### src/rtl/lcd_ctrl.sv
// HD44780-style character-LCD write sequencer: runs the panel power-up/init
// sequence after reset, then writes one command or data byte per accepted request.
module lcd_ctrl #(
  parameter int unsigned T_PWR   = 2000000,
  parameter int unsigned T_SETUP = 4,
  parameter int unsigned T_EN    = 24,
  parameter int unsigned T_HOLD  = 4,
  parameter int unsigned T_EXEC  = 2000,
  parameter int unsigned T_CLR   = 80000
) (
  input  logic        i_clk,
  input  logic        i_rst_n,
  input  logic        i_req,
  input  logic        i_rs,
  input  logic [7:0]  i_data,
  output logic        o_ready,
  output logic        o_init_done,
  output logic [31:0] o_io_lcd
);

  function automatic int unsigned max2(input int unsigned a, input int unsigned b);
    return (a > b) ? a : b;
  endfunction

  localparam int unsigned T_MAX = max2(max2(max2(T_PWR, T_SETUP), max2(T_EN, T_HOLD)),
                                       max2(T_EXEC, T_CLR));
  localparam int unsigned CW    = $clog2(T_MAX + 1);

  // Each state lasts (load + 1) cycles; PWR is preloaded with T_PWR so the
  // first init SETUP is entered at edge T_PWR+1 after reset release.
  localparam logic [CW-1:0] C_PWR   = CW'(T_PWR);
  localparam logic [CW-1:0] C_SETUP = CW'(T_SETUP - 1);
  localparam logic [CW-1:0] C_EN    = CW'(T_EN - 1);
  localparam logic [CW-1:0] C_HOLD  = CW'(T_HOLD - 1);
  localparam logic [CW-1:0] C_EXEC  = CW'(T_EXEC - 1);
  localparam logic [CW-1:0] C_CLR   = CW'(T_CLR - 1);
  localparam logic [CW-1:0] C_ONE   = CW'(1);

  typedef enum logic [2:0] {
    S_PWR   = 3'd0,
    S_SETUP = 3'd1,
    S_EN    = 3'd2,
    S_HOLD  = 3'd3,
    S_EXEC  = 3'd4,
    S_IDLE  = 3'd5
  } state_t;

  function automatic logic [7:0] init_cmd(input logic [1:0] idx);
    case (idx)
      2'd0:    return 8'h38;
      2'd1:    return 8'h0C;
      2'd2:    return 8'h01;
      default: return 8'h06;
    endcase
  endfunction

  state_t        state_q, state_d;
  logic [CW-1:0] cnt_q, cnt_d;
  logic          rs_q, rs_d;
  logic [7:0]    data_q, data_d;
  logic [1:0]    idx_q, idx_d;
  logic          init_done_q, init_done_d;
  logic          on_q;
  logic          cnt_zero;
  logic          long_exec;

  assign cnt_zero  = (cnt_q == '0);
  // Clear display and return home need the long execution wait.
  assign long_exec = !rs_q && ((data_q == 8'h01) || (data_q == 8'h02) || (data_q == 8'h03));

  always_ff @(posedge i_clk or negedge i_rst_n) begin
    if (!i_rst_n) begin
      state_q     <= S_PWR;
      cnt_q       <= C_PWR;
      rs_q        <= 1'b0;
      data_q      <= 8'h00;
      idx_q       <= 2'd0;
      init_done_q <= 1'b0;
      on_q        <= 1'b0;
    end else begin
      state_q     <= state_d;
      cnt_q       <= cnt_d;
      rs_q        <= rs_d;
      data_q      <= data_d;
      idx_q       <= idx_d;
      init_done_q <= init_done_d;
      on_q        <= 1'b1;
    end
  end

  always_comb begin
    state_d     = state_q;
    cnt_d       = cnt_zero ? cnt_q : (cnt_q - C_ONE);
    rs_d        = rs_q;
    data_d      = data_q;
    idx_d       = idx_q;
    init_done_d = init_done_q;
    case (state_q)
      S_PWR: begin
        if (cnt_zero) begin
          state_d = S_SETUP;
          cnt_d   = C_SETUP;
          rs_d    = 1'b0;
          data_d  = init_cmd(2'd0);
          idx_d   = 2'd0;
        end
      end
      S_SETUP: begin
        if (cnt_zero) begin
          state_d = S_EN;
          cnt_d   = C_EN;
        end
      end
      S_EN: begin
        if (cnt_zero) begin
          state_d = S_HOLD;
          cnt_d   = C_HOLD;
        end
      end
      S_HOLD: begin
        if (cnt_zero) begin
          state_d = S_EXEC;
          cnt_d   = long_exec ? C_CLR : C_EXEC;
        end
      end
      S_EXEC: begin
        if (cnt_zero) begin
          if (init_done_q || (idx_q == 2'd3)) begin
            state_d     = S_IDLE;
            init_done_d = 1'b1;
          end else begin
            // Init commands chain directly into the next SETUP with no idle gap.
            state_d = S_SETUP;
            cnt_d   = C_SETUP;
            rs_d    = 1'b0;
            data_d  = init_cmd(idx_q + 2'd1);
            idx_d   = idx_q + 2'd1;
          end
        end
      end
      S_IDLE: begin
        if (i_req) begin
          state_d = S_SETUP;
          cnt_d   = C_SETUP;
          rs_d    = i_rs;
          data_d  = i_data;
        end
      end
      default: begin
        state_d = S_PWR;
        cnt_d   = C_PWR;
      end
    endcase
  end

  assign o_ready     = (state_q == S_IDLE);
  assign o_init_done = init_done_q;
  assign o_io_lcd    = {on_q, 20'd0, (state_q == S_EN), rs_q, 1'b0, data_q};

endmodule

### config.mk
export PLATFORM = sky130hd
export DESIGN_NAME = lcd_ctrl
export DESIGN_NICKNAME = d
export VERILOG_FILES = /design/src/rtl/lcd_ctrl.sv
export SDC_FILE = /design/constraint.sdc
export NUM_CORES = 1
export LEC_CHECK = 0
export BUFFER_PORTS_ARGS = -buffer_cell sky130_fd_sc_hd__clkbuf_2
export CORE_MARGIN = 3
export CORE_UTILIZATION = 45
export DETAILED_ROUTE_END_ITERATION = 16
export PLACE_DENSITY = 0.67
export SYNTH_ARGS = -nofsm -noshare
export SYNTH_HDL_FRONTEND = slang
export SYNTH_SLANG_ARGS = --single-unit
export TNS_END_PERCENT = 5
### constraint.sdc
create_clock -name i_clk -period 3.1 [get_ports i_clk]
set_input_delay 0.62 -clock i_clk [delete_from_list [all_inputs] [get_ports i_clk]]
set_output_delay 0.62 -clock i_clk [all_outputs]
set_load 0.02 [all_outputs]
Word level (Yosys, flattened, before mapping). Cells that the tools add are included.

Reduce and logical (&&, ||, !) cells: 15. Multiplexer cells: 32. Eq/ne operators: 18. $add $sub $neg: 2.

Operator list (count): $mux W21 (7); $pmux W21 S5 (1); $mux W8 (4); $pmux W8 S3 (1); $logic_not A21 Y1 (1); $mux W3 (7); $sub A21 B1 Y21 const B (1); $pmux W3 S6 (1); $pmux W6 S3 (1); $mux W17 (1); $eq A8 B2 Y1 const B (2); $ne A2 B2 Y1 const B (6); $eq A8 B1 Y1 const B (1); $eq A3 B2 Y1 const B (2); $eq A3 B3 Y1 const B (2); $mux W2 (3); $reduce_and A6 Y1 (1); $reduce_and A5 Y1 (1); $eq A2 B2 Y1 const B (2); $mux W1 (4); $pmux W2 S2 (1); $reduce_and A4 Y1 (1); $eq A3 B1 Y1 const B (1); $logic_not A3 Y1 (1); 12 further kinds (14).

Output and inout port bits: 34. Register bits: 37. Logic and storage cells: 74. Input port bits: 12.

Longest topological paths before layout. Gate-level depths: netlist of run 1.

Depth after elaboration: 7. Depth in mapped cells: 11. Depth with buffers taken out: 10.

Worst setup path after synthesis of run 1. OpenSTA, ideal clock, no wires.

Path kind: register -> register. From: register cnt_q[0]. To: register cnt_q[0]. Setup time: 0.140 ns. Required time: 2.960 ns. Path slack: 0.471 ns. Data arrival time: 2.490 ns. Clock period less this slack: 2.629 ns. Stages on the path, launching flop included: 12. Cells stage by stage: dfrtp_1 > inv_1 > ha_1 > nor4b_2 > nand2_1 > clkbuf_1 > nor2_1 > inv_1 > ha_1 > or4_1 > a21oi_1 > o32ai_1.

Word-level cells in the longest chain between the ends: 5.

Ends and longest elaborated chain: from (decl) (RTL line 58) `logic [CW-1:0] cnt_q, cnt_d;`; from (signal assigned) (RTL line 82) `cnt_q <= cnt_d;`; $sub A21 B1 Y21 or $logic_not A21 Y1 (tied branches) (RTL line 93, 67); $mux W21 (RTL line 93) `cnt_d = cnt_zero ? cnt_q : (cnt_q - C_ONE);`; $mux W21 (RTL line 128) `if (init_done_q || (idx_q == 2'd3)) begin`; $mux W21 (RTL line 127) `if (cnt_zero) begin`; $pmux W21 S5 (*) (RTL line 98) `case (state_q)`; net cnt_d[0] (RTL line 58).

The timed path passes the listed nets; every way through them passes the cells marked *. A chain may end at the register's enable or synchronous reset.

Worst setup path in the final report of run 1.
From: register cnt_q[9]. To: register cnt_q[0].

Word-level cells in the longest chain between the ends: 5.

Ends and longest elaborated chain: $logic_not A21 Y1 (*) (RTL line 67) `assign cnt_zero = (cnt_q == '0);`; $mux W21 (RTL line 93); $mux W21 (RTL line 128); $mux W21 (RTL line 127); $pmux W21 S5 (*) (RTL line 98); net cnt_d[0] (RTL line 58).

Marks and branches as above.

==> metrics.md, run 1 <==
| Metric | Value |
|---|---|
| Largest net degree at the start of global routing | `38` |
| VDD IR max | `0.000201 V` |
| Area grow syn2layout | `8.46%` |
| Commonest non-fill, non-tap cell in the layout | `dfrtp_1` |
| Class of the worst hold path | `in -> async` |
| Mux cell area share after synthesis | `0.0787` |
| Most frequent cells in the layout | `dfrtp_1, clkbuf_2, nor2_1, conb_1, o21ai_0` |
| Synth Instances | `271` |
| Final #Nets | `317` |
| CP Launch Type | `flip-flop` |
| ANT cells | `0` |
| Post-synthesis compound-gate area fraction | `0.178` |
| XOR/XNOR Fraction of Synth Area | `0.0482` |
| Drt pass-1 iters | `4` |
| Routed Antenna Nets | `0` |
| Fmax | `380 MHz` |
| DR vias/cell | `5.70` |
| Simple-Gate Fraction of Synth Area | `0.194` |
| Rows | `26` |
| Power per cell area | `310 nW/um^2` |
| Sum of negative setup slack | `0 ns` |
| Synth unique cells | `56` |
| Pre-CTS setup slack | `0.555 ns` |
| 1st-iter DRT viols | `140` |
| Vias | `2,105` |
| Clock root buffer | `clkbuf_8` |
| Io pins | `46` |
| Slew margin rel. | `0.378` |
| Global route overflow | `0` |
| Critical path fanouts, max | `5` |
| Slew @ Worst Pin | `0.933 ns` |
| Die Y | `81.2 um` |
| Cell area after layout | `2760 um^2` |
| DP Wirelength | `4.34 mm` |
| RSZ-0062 raised after global routing | `no` |
| Die area | `6590 um^2` |
| Tmin final | `2.63 ns` |
| Core Footprint | `5300 um^2` |
| Cts repair resizes | `0` |
| Residual DRC | `0` |
| Crit Path Category | `reg -> reg` |
| CTS buffer count | `5` |
| Initial antenna violation count | `0` |
| Initial core utilization | `0.480` |
| CP Capture Type | `flip-flop` |
| Area after DPL | `2680 um^2` |
| Clock transition at path regs | `0.07 ns` |
| Setup ws final | `0.469 ns` |
| Core Util, Final | `0.521` |
| Dominant synthesized flop cell | `dfrtp_1` |
| CTS tree | `built` |
| Die X | `81.2 um` |
| Worst EP arrival | `2.78 ns` |
| Final slew viol count | `0` |
| Synth warnings | `0` |
| Main combinational cell family by area after synthesis | `simple AND/OR/NAND/NOR gates` |
| Status | `complete, no violations` |
| Sequential-to-total area share from yosys stat | `0.367` |
| Syn_area_per_cell | `9.39 um^2` |
| Total GRT Usage | `0.197` |
| Clock sinks | `37` |
| First-pass GRT wire length | `9.93 mm` |
| Worst Path Required | `3.25 ns` |
| Post-CTS setup buffers | `0` |
| Number of synthesized flops with an enable pin | `0` |
| Static leakage | `1.17 nW` |
| Max Cap Viol | `0` |
| Fin crit share | `0.849` |
| Vias in the first global route | `1,959` |
| Layout cells sized above 1 | `0.231` |
| Adder-cell share of the synthesized area | `0.0344` |
| Async set-reset flop share out of synthesis | `1.00` |
| Clk_skew | `0.00282 ns` |
| Drt total wl | `5.86 mm` |
| H-tree Lvls | `2` |
| Cell Area, Synth | `2540 um^2` |
| WL per Instance | `15.9 um` |
| # hold bufs at CTS | `0` |
| Yosys reg bits | `37` |
| Clk buf depth | `2` |
| Port Buf Inserts | `24` |
| Worst skew pair latency | `0.29 ns` |
| Hold Violations, Final | `0` |
| Final setup violation count | `0` |
| Final Wtd Congestion | `0.860` |
-- synth_stat cells, drive strengths merged (2+ instances only) --
library cell / number / share of area
a211oi: 2 / 0.0059
a21oi: 10 / 0.024
a22o: 2 / 0.0069
a31oi: 2 / 0.0049
and2: 2 / 0.0049
and3: 4 / 0.0098
buf: 24 / 0.069
clkbuf: 7 / 0.010
conb: 2 / 0.0030
dfrtp: 30 / 0.29
dfstp: 7 / 0.072
ha: 7 / 0.034
inv: 11 / 0.016
mux2: 8 / 0.047
mux2i: 8 / 0.031
nand2: 20 / 0.030
nand3: 10 / 0.020
nand4: 3 / 0.0074
nor2: 23 / 0.040
nor3: 11 / 0.022
nor4: 6 / 0.017
o2111ai: 2 / 0.014
o211ai: 5 / 0.015
o21ai: 20 / 0.039
o31ai: 3 / 0.011
or2: 2 / 0.0049
or3b: 2 / 0.0069
or4: 6 / 0.022
xnor2: 5 / 0.017
xor2: 9 / 0.031
-- layer usage --
metal	vias up	routed length, um	GRT usage
met5	-	0	0
met4	0	60	0.0456
met2	83	2720	0.307
li1	1000	-	-
met1	1014	2730	0.283
met3	8	361	0.0366
-- cell type report --
class | instances | area [um^2]
repair buffers | 31 | 173
flip-flops and latches | 37 | 935
multi-input cells | 212 | 1440
clock buffers | 6 | 72.6
well taps | 70 | 87.6
inverters | 11 | 41.3
clock inverters | 2 | 10.0
fillers | 507 | 2540
-- final timing paths --
check | startpoint | to | slack, ns | cells after the start
min reg2reg | o_init_done$_DFFE_PN0P_ | o_init_done$_DFFE_PN0P_ | 0.54 | 1
max | cnt_q[9]$_DFF_PN0_ | cnt_q[0]$_DFF_PN0_ | 0.47 | 8
max in group asynchronous | i_rst_n | rs_q$_DFFE_PN0P_ | 2.07 | 1
min in group i_clk | o_init_done$_DFFE_PN0P_ | o_init_done$_DFFE_PN0P_ | 0.54 | 1
max reg2reg | cnt_q[9]$_DFF_PN0_ | cnt_q[0]$_DFF_PN0_ | 0.47 | 8
min | i_rst_n | cnt_q[11]$_DFF_PN0_ | 0.46 | 1
-- state kept, by name, summed over array words and instances (netlist names) --
| signal | count |
|---|---|
| cnt_q | 21 |
| data_q | 8 |
| state_q | 3 |
| idx_q | 2 |
| o_init_done | 1 |
| on_q | 1 |
| rs_q | 1 |
-- critical path, cell delays in order (launching register included) --
cell and delay (ns):
dfrtp_1 0.43, nor4_1 0.60, nand3_1 0.18, nor2_1 0.16, inv_1 0.06, ha_1 0.28
or4_1 0.51, a21oi_1 0.16, o32ai_1 0.10
-- per-stage QoR --
step           total power, mW  hold WS (ns)  std cells
2_1_floorplan            0.537         0.324        291
3_3_place_gp             0.534         0.513        361
3_5_place_dp             0.534         0.512        361
4_1_cts                  0.868         0.488        369
5_1_grt                  0.898         0.537        369
6_report                 0.856         0.458        369
-- logic make-up after synthesis --
| logic type | after synthesis |
|---|---|
| AO/OA/AOI/OAI | 62 |
| XOR/XNOR | 14 |
| adder cells (fa/ha/maj) | 7 |
| buffers and inverters | 42 |
| flip-flops | 37 |
| multiplexers | 16 |
| other | 2 |
| AND/OR/NAND/NOR | 91 |
-- where the power goes --
part           switching, mW  internal (mW)  total (mW)  leakage, nW
Combinational         0.0353        0.00537      0.0407        0.695
Clock                  0.176          0.156       0.331       0.0450
Sequential          0.000142          0.483       0.484        0.434
(Power assumes the default switching activity.)
==> run 2, diff against run 1 <==
==> constraint.sdc (replaced) <==
create_clock -name i_clk -period 2.6 [get_ports i_clk]
set_input_delay 0.52 -clock i_clk [delete_from_list [all_inputs] [get_ports i_clk]]
set_output_delay 0.52 -clock i_clk [all_outputs]
set_load 0.02 [all_outputs]
==> metrics.md, run 2 (synthesis results as in run 1) <==
| Metric | Value |
|---|---|
| CP bufs+invs | `2 (+1)` |
| Final Wtd Congestion | `0.925 (+7.6%)` |
| Hold Violations, Final | `0 (unchanged)` |
| Reg area | `935 um^2 (unchanged)` |
| Max stage delay cell, worst path | `or4_1` |
| # hold bufs at CTS | `0 (unchanged)` |
| Worst skew pair latency | `0.29 ns (about the same)` |
| CTS buffer count | `5 (unchanged)` |
| CP Launch Type | `flip-flop` |
| Clock root buffer | `clkbuf_8` |
| Die X | `81.2 um (unchanged)` |
| Crit Path Category | `reg -> reg` |
| Slew @ Worst Pin | `0.902 ns (-0.0308 ns)` |
| Static leakage | `1.22 nW (+4.0%)` |
| Drt total wl | `5.93 mm (+1.1%)` |
| Residual DRC | `0 (unchanged)` |
| CTS tree | `built` |
| CP Capture Type | `flip-flop` |
| Drt pass-1 iters | `5 (+1)` |
| Slew margin rel. | `0.399 (+0.0205)` |
| VDD IR max | `0.000232 V (+15%)` |
| H-tree Lvls | `2 (unchanged)` |
| Fin crit share | `0.926 (+0.0778)` |
| Sum of negative setup slack | `0 ns (unchanged)` |
| Fillers | `482 (-4.9%)` |
| CP max stage delay | `0.52 ns (-0.08 ns)` |
| Die Y | `81.2 um (unchanged)` |
| Area grow syn2layout | `12.0%` |
| ANT cells | `0 (unchanged)` |
| Power per cell area | `366 nW/um^2 (+18%)` |
| Final #Nets | `326 (+2.8%)` |
| Initial antenna violation count | `0 (unchanged)` |
| Worst EP arrival | `2.58 ns (-0.20 ns)` |
| Most flops, register | `cnt_q` |
| Io pins | `46 (unchanged)` |
| Clock transition at path regs | `0.07 ns (about the same)` |
| Footprint of the multi-input gates | `1460 um^2 (+1.0%)` |
| Global route overflow | `0 (unchanged)` |
| Delay-heaviest family, CP | `simple AND/OR/NAND/NOR gates` |
| Biggest regs | `cnt_q (21), data_q (8), state_q (3)` |
| WL per Instance | `15.7 um (-1.3%)` |
| Tmin final | `2.41 ns (-0.222 ns)` |
| DP Wirelength | `4.33 mm (-0.19%)` |
| Vias in the first global route | `1,984 (+1.3%)` |
| Clk_skew | `0.00549 ns (+0.00266 ns)` |
| Max Cap Viol | `0 (unchanged)` |
| Core Footprint | `5300 um^2 (unchanged)` |
| Final setup violation count | `0 (unchanged)` |
| Fmax | `415 MHz (+9.2%)` |
| Port Buf Inserts | `24 (unchanged)` |
| Commonest non-fill, non-tap cell in the layout | `dfrtp_1` |
| Most frequent cells in the layout | `dfrtp_1, clkbuf_2, nor2_1, conb_1, o21ai_0` |
| Max FFs per register | `21 (unchanged)` |
| Worst Path Required | `2.77 ns (-0.48 ns)` |
| Rows | `26 (unchanged)` |
| Die area | `6590 um^2 (unchanged)` |
| Status | `complete, no violations` |
| DR vias/cell | `5.66 (-0.71%)` |
| Layout cells sized above 1 | `0.253 (+0.0225)` |
| Critical path fanouts, max | `5 (unchanged)` |
| Class of the worst hold path | `in -> async` |
| First-pass GRT wire length | `9.83 mm (-1.0%)` |
| Critical Path, Cell by Cell | `nor4_1 -> buf_4 -> nand3_1 -> nor2_1 -> inv_1 -> ha_1 -> or4_1 -> a21oi_1 -> o32ai_1` |
| Largest net degree at the start of global routing | `38 (unchanged)` |
| Total GRT Usage | `0.195 (-0.00164)` |
| Clk buf depth | `2 (unchanged)` |
| RSZ-0062 raised after global routing | `no` |
| Power, Total | `1.04 mW (+22%)` |
| Final slew viol count | `0 (unchanged)` |
| 1st-iter DRT viols | `157 (+12%)` |
| Routed Antenna Nets | `0 (unchanged)` |
| Clock sinks | `37 (unchanged)` |
| Vias | `2,141 (+1.7%)` |
| Initial core utilization | `0.480 (unchanged)` |
-- run 2: path summary, 6_finish.rpt --
kind | from | to | slack [ns] | cells after the start
worst max-delay path | cnt_q[9]$_DFF_PN0_ | cnt_q[0]$_DFF_PN0_ | 0.19 | 9
worst max register to register | cnt_q[9]$_DFF_PN0_ | cnt_q[0]$_DFF_PN0_ | 0.19 | 9
min in group i_clk | o_init_done$_DFFE_PN0P_ | o_init_done$_DFFE_PN0P_ | 0.51 | 1
worst min register to register | o_init_done$_DFFE_PN0P_ | o_init_done$_DFFE_PN0P_ | 0.51 | 1
worst min-delay path | i_rst_n | state_q[2]$_DFFE_PN0P_ | 0.35 | 1
max in group asynchronous | i_rst_n | cnt_q[16]$_DFF_PN0_ | 1.70 | 1
-- run 2: through the flow --
stage	worst slack, ns	instance area, um^2	hold slack [ns]	util	instances
final	0.191	2850	0.350	0.538	378
after global routing	0.00145	2850	0.433	0.538	378
after CTS	0.145	2840	0.399	0.535	377
after detailed placement	0.158	2750	0.515	0.518	369
after global placement	0.245	2750	0.508	0.518	369
after floorplan	0.0328	2630	0.224	-	291
-- run 2: final cells by class --
class                   count  area share
well taps                  70      0.0307
flip-flops and latches     37       0.328
clock buffers               8      0.0316
multi-input cells         212       0.511
inverters                  11      0.0145
repair buffers             40      0.0843
-- run 2: metal layers --
metal	GRT usage	up-vias	wire length, um
li1	-	1010	-
met1	0.281	1037	2780
met2	0.289	84	2740
met3	0.0466	10	306
met4	0.0608	0	108
met5	0	-	0
-- run 2: where the power goes --
| group | switching [mW] | leakage (nW) | total, mW | internal, mW |
|---|---|---|---|---|
| Sequential | 0.000160 | 0.434 | 0.577 | 0.577 |
| Clock | 0.201 | 0.0455 | 0.418 | 0.216 |
| Combinational | 0.0416 | 0.741 | 0.0480 | 0.00640 |
-- run 2: repair_timing --
item                                    4_1_cts  5_1_grt
endpoints found under the setup margin        0        1
setup buffers                                 0        1
resized for setup                             0        1
==> run 3, diff against run 2 <==
==> constraint.sdc (replaced) <==
create_clock -name i_clk -period 2.6 [get_ports i_clk]
set_input_delay 0.78 -clock i_clk [delete_from_list [all_inputs] [get_ports i_clk]]
set_output_delay 0.78 -clock i_clk [all_outputs]
set_load 0.02 [all_outputs]
==> metrics.md, run 3 (synthesis results as in run 1) <==
| Metric | Value |
|---|---|
| Total GRT Usage | `0.193 (-0.00211)` |
| Initial antenna violation count | `0 (unchanged)` |
| Slew @ Worst Pin | `0.585 ns (-0.317 ns)` |
| Layout cells sized above 1 | `0.267 (+0.0136)` |
| Net Sw Frac | `0.228 (-0.00490)` |
| Largest net degree at the start of global routing | `26 (-32%)` |
| Residual DRC | `0 (unchanged)` |
| Slew margin rel. | `0.606 (+0.207)` |
| Fin crit share | `0.945 (+0.0182)` |
| Routed Antenna Nets | `0 (unchanged)` |
| Die area | `6590 um^2 (unchanged)` |
| Most flops, register | `cnt_q` |
| Setup crit start | `cnt_q[9]$_DFF_PN0_` |
| Biggest regs | `cnt_q (21), data_q (8), state_q (3)` |
| Static leakage | `1.23 nW (+0.86%)` |
| Critical path endpoint | `cnt_q[0]$_DFF_PN0_` |
| Final #Nets | `329 (+0.92%)` |
| Clk buf depth | `2 (unchanged)` |
| Cell depth of the worst flop-to-flop path | `9 (unchanged)` |
| Worst r2r src | `cnt_q[9]$_DFF_PN0_` |
| Final slew viol count | `0 (unchanged)` |
| Most frequent cells in the layout | `dfrtp_1, clkbuf_2, conb_1, nor2_1, o21ai_0` |
| Worst EP arrival | `2.62 ns (+0.04 ns)` |
| First-pass GRT wire length | `9.76 mm (-0.70%)` |
| Worst R2R End | `cnt_q[0]$_DFF_PN0_` |
| Sw Pwr | `237 uW (-2.6%)` |
| Footprint of the multi-input gates | `1460 um^2 (+0.17%)` |
| Hold Violations, Final | `0 (unchanged)` |
| Power, Total | `1.04 mW (-0.52%)` |
| Clk_skew | `0.00637 ns (+0.000885 ns)` |
| Reg-to-reg slack, setup | `0.14 ns (-0.05 ns)` |
| CP Launch Type | `flip-flop` |
| Area grow syn2layout | `13.0%` |
| Worst Path Required | `2.77 ns (about the same)` |
| Worst skew pair latency | `0.29 ns (about the same)` |
| Clock sinks | `37 (unchanged)` |
| Class of the worst hold path | `in -> async` |
| Die Y | `81.2 um (unchanged)` |
| RSZ-0062 raised after global routing | `no` |
| Core Footprint | `5300 um^2 (unchanged)` |
| H-tree Lvls | `2 (unchanged)` |
| Crit Path Category | `reg -> reg` |
| # hold bufs at CTS | `0 (unchanged)` |
| Fmax | `407 MHz (-1.9%)` |
| Reg area | `935 um^2 (unchanged)` |
| Clock power frac | `0.396 (-0.005)` |
| Rows | `26 (unchanged)` |
| Drt total wl | `6.09 mm (+2.7%)` |
| Core Util, Final | `0.542 (+0.00472)` |
| Initial core utilization | `0.480 (unchanged)` |
| Clock transition at path regs | `0.07 ns (about the same)` |
| Setup ws final | `0.144 ns (-0.0474 ns)` |
| P_int | `800 uW (+0.12%)` |
| CTS tree | `built` |
| Drt pass-1 iters | `4 (-1)` |
| Max Cap Viol | `0 (unchanged)` |
| Critical path fanouts, max | `5 (unchanged)` |
| Die X | `81.2 um (unchanged)` |
| Pre-CTS setup slack | `0.140 ns (-0.0173 ns)` |
| 1st-iter DRT viols | `144 (-8.3%)` |
| Final Wtd Congestion | `0.902 (-2.5%)` |
| Sum of negative setup slack | `0 ns (unchanged)` |
| Port Buf Inserts | `24 (unchanged)` |
| ANT cells | `0 (unchanged)` |
| Final setup violation count | `0 (unchanged)` |
| Vias | `2,128 (-0.61%)` |
| Io pins | `46 (unchanged)` |
| Status | `complete, no violations` |
| Commonest non-fill, non-tap cell in the layout | `dfrtp_1` |
| VDD IR max | `0.000163 V (-30%)` |
| Tmin final | `2.46 ns (+0.0474 ns)` |
| Fillers | `506 (+5.0%)` |
| Register share of total power | `0.556 (+0.003)` |
| Combinational share of power | `0.048 (+0.002)` |
| Max FFs per register | `21 (unchanged)` |
| CTS buffer count | `5 (unchanged)` |
| Vias in the first global route | `1,986 (+0.10%)` |
| DR vias/cell | `5.59 (-1.4%)` |
| Power per cell area | `361 nW/um^2 (-1.4%)` |
| DP Wirelength | `4.51 mm (+4.2%)` |
| CP Capture Type | `flip-flop` |
| WL per Instance | `16.0 um (+1.9%)` |
| Global route overflow | `0 (unchanged)` |
| Clock root buffer | `clkbuf_8` |
[run 3: cell types whose count changed in the layout (fill, tap and decap cells not counted)]
cell and change:
inv_2 +1, nor2_1 -1, inv_1 -1, buf_4 +3
nor2_2 +1
[run 3: final cells by class]
class | instances | share of cell area
clock buffers | 8 | 0.0313
inverters | 11 | 0.0144
multi-input cells | 212 | 0.507
flip-flops and latches | 37 | 0.325
well taps | 70 | 0.0305
repair buffers | 43 | 0.0914
[run 3: power groups by stage]
stage	clock network, mW	registers, mW	logic (mW)
global placement	0	0.587	0.0498
CTS	0.420	0.577	0.0500
global route	0.448	0.576	0.0558
floorplan	0	0.588	0.0530
finish	0.411	0.577	0.0494
detailed placement	0	0.587	0.0500
[run 3: metrics by stage]
stage / hold WS, ns / cells / cell area [um^2]
2_1_floorplan: 0.484 / 291 / 2630
3_3_place_gp: 0.476 / 370 / 2750
3_5_place_dp: 0.483 / 370 / 2750
4_1_cts: 0.389 / 378 / 2840
5_1_grt: 0.392 / 381 / 2880
6_report: 0.378 / 381 / 2880
[run 3: timing repair]
item                                   4_1_cts  5_1_grt
setup buffers                                0        3
resized for setup                            0        3
endpoints found under the hold margin        0        0
setup endpoints to repair                    0        1
[run 3: worst min path at each step]
stage                           start  cells past startpoint                endpoint  slack [ns]
6_report                      i_rst_n                      1      cnt_q[3]$_DFF_PN0_        0.38
3_5_place_dp   state_q[2]$_DFFE_PN0P_                      1  state_q[1]$_DFFE_PN0P_        0.48
4_1_cts                       i_rst_n                      1      cnt_q[3]$_DFF_PN0_        0.39
5_1_grt                       i_rst_n                      1      cnt_q[3]$_DFF_PN0_        0.39
3_3_place_gp   state_q[2]$_DFFE_PN0P_                      1  state_q[1]$_DFFE_PN0P_        0.48
2_1_floorplan                 i_rst_n                      0      cnt_q[0]$_DFF_PN0_        0.48
[run 3: layer usage]
layer  routed length, um  up-vias  global-route usage
met5                   0        -                   0
met4                 113        0              0.0743
met3                 311       12              0.0366
met2                2870       77               0.283
met1                2790     1023               0.280
li1                    -     1016                   -
[run 3: critical path, cell delays in order, from the launching register on]
cell,delay (ns)
dfrtp_1,0.42
nor4_1,0.36
buf_4,0.19
nand3_1,0.12
nor2_2,0.15
inv_1,0.05
ha_1,0.27
or4_1,0.52
a21oi_1,0.15
o32ai_1,0.09
